===== src/rtl/status_branch_unit.sv =====
// Status register, conditional-branch resolver and program counter.
// A branch moves IDLE -> EVAL -> UPD -> IDLE. br_done and taken pulse in the cycle after the UPD edge.
module status_branch_unit #(
  parameter int unsigned PC_W  = 9,
  parameter int unsigned IMM_W = 8
) (
  input  logic             clk,
  input  logic             reset,
  input  logic             loads,
  input  logic             Z_in,
  input  logic             N_in,
  input  logic             V_in,
  input  logic             br_valid,
  output logic             br_ready,
  input  logic [2:0]       cond,
  input  logic [IMM_W-1:0] imm,
  input  logic             pc_inc,
  input  logic             pc_load,
  input  logic [PC_W-1:0]  pc_load_val,
  output logic [PC_W-1:0]  pc,
  output logic [2:0]       status,
  output logic             taken,
  output logic             br_done,
  output logic             illegal
);

  typedef enum logic [1:0] {StIdle, StEval, StUpd} state_e;

  state_e            state_q, state_d;
  logic [PC_W-1:0]   pc_q, pc_d;
  logic [2:0]        status_q;
  logic [2:0]        cond_q;
  logic [IMM_W-1:0]  imm_q;
  logic              dec_q;
  logic              br_ill_q;
  logic              discard_q;
  logic              taken_q;
  logic              done_q;
  logic              illegal_q;

  logic              accept;
  logic              cond_taken;
  logic              cond_ill;
  logic [PC_W-1:0]   imm_ext;

  assign br_ready = reset && (state_q == StIdle);
  assign accept   = br_valid && br_ready;
  assign imm_ext  = {{(PC_W-IMM_W){imm_q[IMM_W-1]}}, imm_q};

  // Status bits are {Z, N, V}.
  always_comb begin
    cond_taken = 1'b0;
    cond_ill   = 1'b0;
    case (cond_q)
      3'b000:  cond_taken = 1'b1;
      3'b001:  cond_taken = status_q[2];
      3'b010:  cond_taken = !status_q[2];
      3'b011:  cond_taken = status_q[1] ^ status_q[0];
      3'b100:  cond_taken = status_q[2] | (status_q[1] ^ status_q[0]);
      default: cond_ill   = 1'b1;
    endcase
  end

  always_comb begin
    state_d = state_q;
    unique case (state_q)
      StIdle:  if (accept) state_d = StEval;
      StEval:  state_d = StUpd;
      StUpd:   state_d = StIdle;
      default: state_d = StIdle;
    endcase
  end

  // pc_load wins over the branch write, which wins over pc_inc.
  always_comb begin
    pc_d = pc_q;
    if (pc_load) begin
      pc_d = pc_load_val;
    end else if (state_q == StUpd) begin
      if (!discard_q && !br_ill_q) begin
        pc_d = dec_q ? (pc_q + PC_W'(1) + imm_ext) : (pc_q + PC_W'(1));
      end
    end else if (state_q == StIdle && !accept && pc_inc) begin
      pc_d = pc_q + PC_W'(1);
    end
  end

  always_ff @(posedge clk) begin
    if (!reset) begin
      state_q   <= StIdle;
      pc_q      <= '0;
      status_q  <= '0;
      cond_q    <= '0;
      imm_q     <= '0;
      dec_q     <= 1'b0;
      br_ill_q  <= 1'b0;
      discard_q <= 1'b0;
      taken_q   <= 1'b0;
      done_q    <= 1'b0;
      illegal_q <= 1'b0;
    end else begin
      state_q <= state_d;
      pc_q    <= pc_d;
      if (loads) status_q <= {Z_in, N_in, V_in};
      if (accept) begin
        cond_q <= cond;
        imm_q  <= imm;
      end
      // A pc_load while a branch is in flight cancels that branch's pc write.
      if (accept) begin
        discard_q <= 1'b0;
      end else if (pc_load && state_q != StIdle) begin
        discard_q <= 1'b1;
      end
      if (state_q == StEval) begin
        dec_q    <= cond_taken;
        br_ill_q <= cond_ill;
        if (cond_ill) illegal_q <= 1'b1;
      end
      done_q  <= (state_q == StUpd);
      taken_q <= (state_q == StUpd) && dec_q;
    end
  end

  assign pc      = pc_q;
  assign status  = status_q;
  assign taken   = taken_q;
  assign br_done = done_q;
  assign illegal = illegal_q;

endmodule


===== config.mk =====
export PLATFORM = sky130hd
export DESIGN_NAME = status_branch_unit
export DESIGN_NICKNAME = d
export VERILOG_FILES = /design/src/rtl/status_branch_unit.sv
export SDC_FILE = /design/constraint.sdc
export NUM_CORES = 1
export LEC_CHECK = 0
export BUFFER_PORTS_ARGS = -buffer_cell sky130_fd_sc_hd__buf_2
export CORE_MARGIN = 1.5
export CORE_UTILIZATION = 57
export CTS_CLUSTER_DIAMETER = 200
export DETAILED_ROUTE_END_ITERATION = 16
export PLACE_DENSITY = 0.84
export REMOVE_ABC_BUFFERS = 1
export SLEW_MARGIN = 0
export SYNTH_ARGS = -nofsm -noshare
export SYNTH_HDL_FRONTEND = slang
export SYNTH_SLANG_ARGS = --single-unit
export TNS_END_PERCENT = 100

===== constraint.sdc =====
create_clock -name clk -period 4.05 [get_ports clk]
set_clock_uncertainty 0.2 [all_clocks]
set_input_delay 0.405 -clock clk [delete_from_list [all_inputs] [get_ports clk]]
set_output_delay 0.405 -clock clk [all_outputs]
set_load 0.02 [all_outputs]

-- Yosys cells after proc, flatten, opt, wreduce, memory -nomap -nowiden
Cells that the tools add are included.
- add/subtract/negate cells: 2
- equal/unequal tests: 8
- multiplexer cells: 9
- bitwise logic cells: 4
- reductions and logical operators: 19
- operators by type and width (kind ; count):
    $mux 9 ; 5
    $add 9x1->9 const B ; 1
    $add 9x9->9 ; 1
    $logic_and 1x1->1 ; 7
    $eq 3x2->1 const B ; 2
    $pmux 1 s5 ; 1
    $reduce_or 5->1 ; 1
    $logic_not 1->1 ; 4
    $pmux 2 s2 ; 1
    $reduce_and 2->1 ; 2
    $eq 3x1->1 const B ; 1
    $eq 3x3->1 const B ; 1
    $logic_not 3->1 ; 1
    $ne 3x2->1 const B ; 1
    $reduce_bool 3->1 ; 1
    $eq 2x1->1 const B ; 1
    $eq 2x2->1 const B ; 1
    $logic_not 2->1 ; 1
    $mux 2 ; 1
    $ne 2x2->1 const B ; 1
    $not 1->1 ; 2
    $reduce_bool 2->1 ; 1
    $reduce_or 2->1 ; 1
    $mux 1 ; 1
    2 further kinds ; 2
- bits in registers: 31
- input bits: 29
- output and inout bits: 16
- logic and storage cells: 53

-- Depth between registers and ports, before layout
- depth after elaboration: 9
- depth in mapped cells: 10

-- Worst setup path before layout
No wires, ideal clock.
- path type: reg2reg
- from: reg pc_q[0], in the netlist pc[0]
- to: reg pc_q[7], in the netlist pc[7]
- data arrival time: 2168 ps
- path slack: 1620 ps
- cell stages (with the launch flop): 11
- cell sequence: dfxtp_1 ha_1 nand3_1 xnor2_1 ha_1 o21ai_0 nand2b_1 a21oi_1 a31oi_1 mux2_2 nand3_1
- word-level cells in the longest chain between the ends: 6
- elaborated cells between the ends (all ways): 7
- classes of those cells: add/sub (2); mux (5)
- ends and longest elaborated chain (what ; line ; text):
    start: declaration ; 30 ; logic [PC_W-1:0] pc_q, pc_d;
    start signal: assignment ; 103 ; pc_q <= pc_d;
    $add 9x1->9 * ; 81, 84 ;
    $add 9x9->9 ; 81 ; pc_d = dec_q ? (pc_q + PC_W'(1) + imm_ext) : (pc_q + PC_W'(1));
    $mux 9 ; 81 ;
    $mux 9 ; 80 ; if (!discard_q && !br_ill_q) begin
    $mux 9 * ; 79 ; end else if (state_q == StUpd) begin
    $mux 9 * ; 77 ; if (pc_load) begin
Mark *: on every way between the ends. The rest lies on a longest branch, timed or not. The select of a mux whose other input is x is not followed.
A chain may end at the register's enable or synchronous reset.

-- Final worst setup path
- from: reg pc_q[0], in the netlist pc[0]
- to: reg pc_q[8], in the netlist pc[8]
The elaborated chain is that of the path after synthesis.

==> impl_metrics.yaml <==
status:
  run_status: "completed"
setup_path:
  cp-end-kind: "register"
  cp.depth: 10
  critPathMaxFanout: 8
  crit_chain: "ha_1 > nand2_1 > xnor2_1 > ha_1 > a21oi_1 > o21bai_1 > nor3_1 > xor2_1 > a21oi_1 > a21oi_1"
  cp_common_cell: "a21oi_1"
  worstPathRequired_ns: 4.10
  crit_type: "reg -> reg"
  startpoint_type: "register"
  crit_family: "adder cells"
  reg2reg_depth: 10
  worstPathArrival_ns: 2.72
  path_buf_inv: 0
  worst_path_max_delay_cell: "dfxtp_1"
  crit_path_max_incr_delay_ns: 0.48
pwr:
  p_comb_frac: 0.251
  power_uw: 684
  power_leakage_nw: 0.933
  peakVddDrop_v: 0.000310
  sw_frac_of_total: 0.317
  internal_power_uw: 467
  pwr-share-clk: 0.241
  powerDensity_nw_per_um2: 319
  seqPwrFrac: 0.509
  p_sw_uw: 217
synth:
  yosys.area.top_type_share: 0.335
  synth_compound_area_frac: 0.186
  syn_area_um2: 1850
  synth_seq_cells: 31
  synth_xor_area_frac: 0.0690
  ys_dominant_reg_cell: "dfxtp_1"
  synthArstFlopShare: 0
  synth_top_family_by_area: "simple AND/OR/NAND/NOR gates"
  syn_inst: 233
  synth_cell_types: 47
  yosys_warnings: 0
  synth.avg_cell_area_um2: 7.94
  synthMuxAreaShare: 0.0385
  synth_fa_ha_area_frac: 0.0784
  synthSimpleGateAreaFrac: 0.258
  synthTopCellsByArea: "dfxtp_1 (34%), nand2_1 (7.1%), ha_1 (6.8%), o21ai_0 (5.1%), nor2_1 (4.5%)"
  synth-edff-count: 0
  synth-seq-area-share: 0.335
  netlist.top_cell.by_area: "dfxtp_1"
timing:
  slew_headroom: 0.530
  fmax_mhz: 374
  timing.setup.tns_ns: 0
  slew_viol_final: 0
  finalCritPeriodShare: 0.660
  finalHoldViolCount: 0
  period_needed_ns: 2.67
  worstMarginPinSlew_ns: 0.705
  rsz0062_at_grt: "false"
  setup_viol_count_final: 0
grt:
  grt_max_degree: 40
  grt_overflow: 0
  globalRouteTotalUtil: 0.243
  antenna_found_initial: 0
  first_global_vias: 1519
  grt_pass1_wl_mm: 6.61
flow_run:
  drv_cap: 0
placed_design:
  hpwl_mm: 3.08
  dpl-instance-area_um2: 2090
  globalplace.congestion: 0.973
  port_buffers: 44
cts:
  ctsRootBufferMaster: "clkbuf_4"
  clk_path_buf_depth: 2
  hold_buffers: 0
  cts_max_level: 2
  cts_setup_buffers: 0
  worst_skew_pair.late_latency_ns: 0.31
  cts_tree: "built"
  cts.repair.resized: 0
  cts.sinks: 31
  cts_made_buffers: 5
  cts.clk_slew.worst_paths_ns: 0.10
cells_and_area:
  fill_cells: 282
  syn_to_final_growth_pct: 15.7
  postLayoutCellArea_um2: 2140
  mostFrequentLayoutCells: "buf_2 (44), nand2_1 (35), dfxtp_1 (31)"
  layout.nets: 315
  seq_area_um2: 621
  antenna-diode-count: 0
  multi_input_area_um2: 1160
  drive_above_1_share: 0.192
  mostFrequentLayoutCell: "buf_2"
detailed_routing:
  dr.pass1.iters: 4
  post_drt_wl_per_cell_um: 12.6
  drt-initial-drc-count: 84
  routed_via_density: 5.54
  totalWireLength_mm: 4.03
  vias: 1773
  ant_nets: 0
  drc_errors: 0
floorplan:
  core_area_um2: 3080
  die_w_um: 60.0
  start_util: 0.601
  num_rows: 20
  io-pin-count: 45
  fp.dieArea_um2: 3600
  die_height_um: 60.0
min_path:
  holdCritPathClass: "in -> reg"
  whs_path_depth: 3
## area by class of cell
| cell class | count | area share |
|---|---|---|
| multi-input cells | 185 | 0.544 |
| well taps | 44 | 0.0257 |
| clock buffers | 7 | 0.0210 |
| clock inverters | 1 | 0.00234 |
| flip-flops and latches | 31 | 0.290 |
| inverters | 8 | 0.0140 |
| repair buffers | 44 | 0.103 |
## per-stage QoR
step	setup slack (ns)	hold WS, ns	cells	util
floorplan	1.61	0.240	224	-
global placement	1.49	0.242	312	0.679
detailed placement	1.40	0.252	312	0.679
CTS	1.38	0.0696	320	0.696
global route	1.12	0.0659	320	0.696
finish	1.38	0.0778	320	0.696
## layer usage
layer / wire, µm / up-vias / global-route usage
met5: 0 / - / 0
met4: 62 / 0 / 0.0762
met3: 177 / 7 / 0.0519
met2: 1990 / 44 / 0.393
met1: 1800 / 814 / 0.321
li1: - / 908 / -
## kinds of logic (layout without fill, tap and decap cells)
| logic type | count (synthesis) | after routing |
|---|---|---|
| xor gates and xnor gates | 13 | 13 |
| muxes | 7 | 7 |
| DFF | 31 | 31 |
| and+or+nand+nor | 98 | 98 |
| AOI/OAI and AO/OA | 56 | 56 |
| buffers and inverters | 17 | 60 |
| adders and majority gates | 11 | 11 |
## synthesized netlist by cell type (5+ instances only)
cell type / instances
nand2_1: 35
dfxtp_1: 31
nor2_1: 22
o21ai_0: 19
a21oi_1: 15
ha_1: 10
clkbuf_1: 7
inv_1: 7
nand3_1: 7
and2_1: 6
mux2i_1: 6
nor2b_1: 6
xnor2_1: 6
xor2_1: 6
nand4_1: 5
## power groups by stage
stage | combinational, mW | clock (mW) | sequential [mW]
after global placement | 0.169 | 0 | 0.354
after detailed placement | 0.171 | 0 | 0.355
after CTS | 0.172 | 0.171 | 0.348
after floorplan | 0.105 | 0 | 0.363
final | 0.171 | 0.165 | 0.348
after global routing | 0.192 | 0.185 | 0.352
## registers in the layout, summed over array words and instances, names as in the netlist, 2 cells and up
name,flops
pc,9
imm_q,8
state_q,2
cond_q,3
status,3
## worst reg2reg max path, delay by kind of cell, from the launching register on
kind,cells,cell delay (ns)
adder cells (fa/ha/maj),2,0.65
AO/OA/AOI/OAI,4,0.51
flip-flops,1,0.48
XOR/XNOR,2,0.45
AND/OR/NAND/NOR,2,0.33
## path summary, 6_finish.rpt
path	startpoint	end	slack [ns]
worst min register to register	illegal	illegal	0.26
worst min-delay path	imm[7]	imm_q[7]	0.08
worst max-delay path	pc[0]	pc[8]	1.38
worst max register to register	pc[0]	pc[8]	1.38
(Power assumes the default switching activity.)
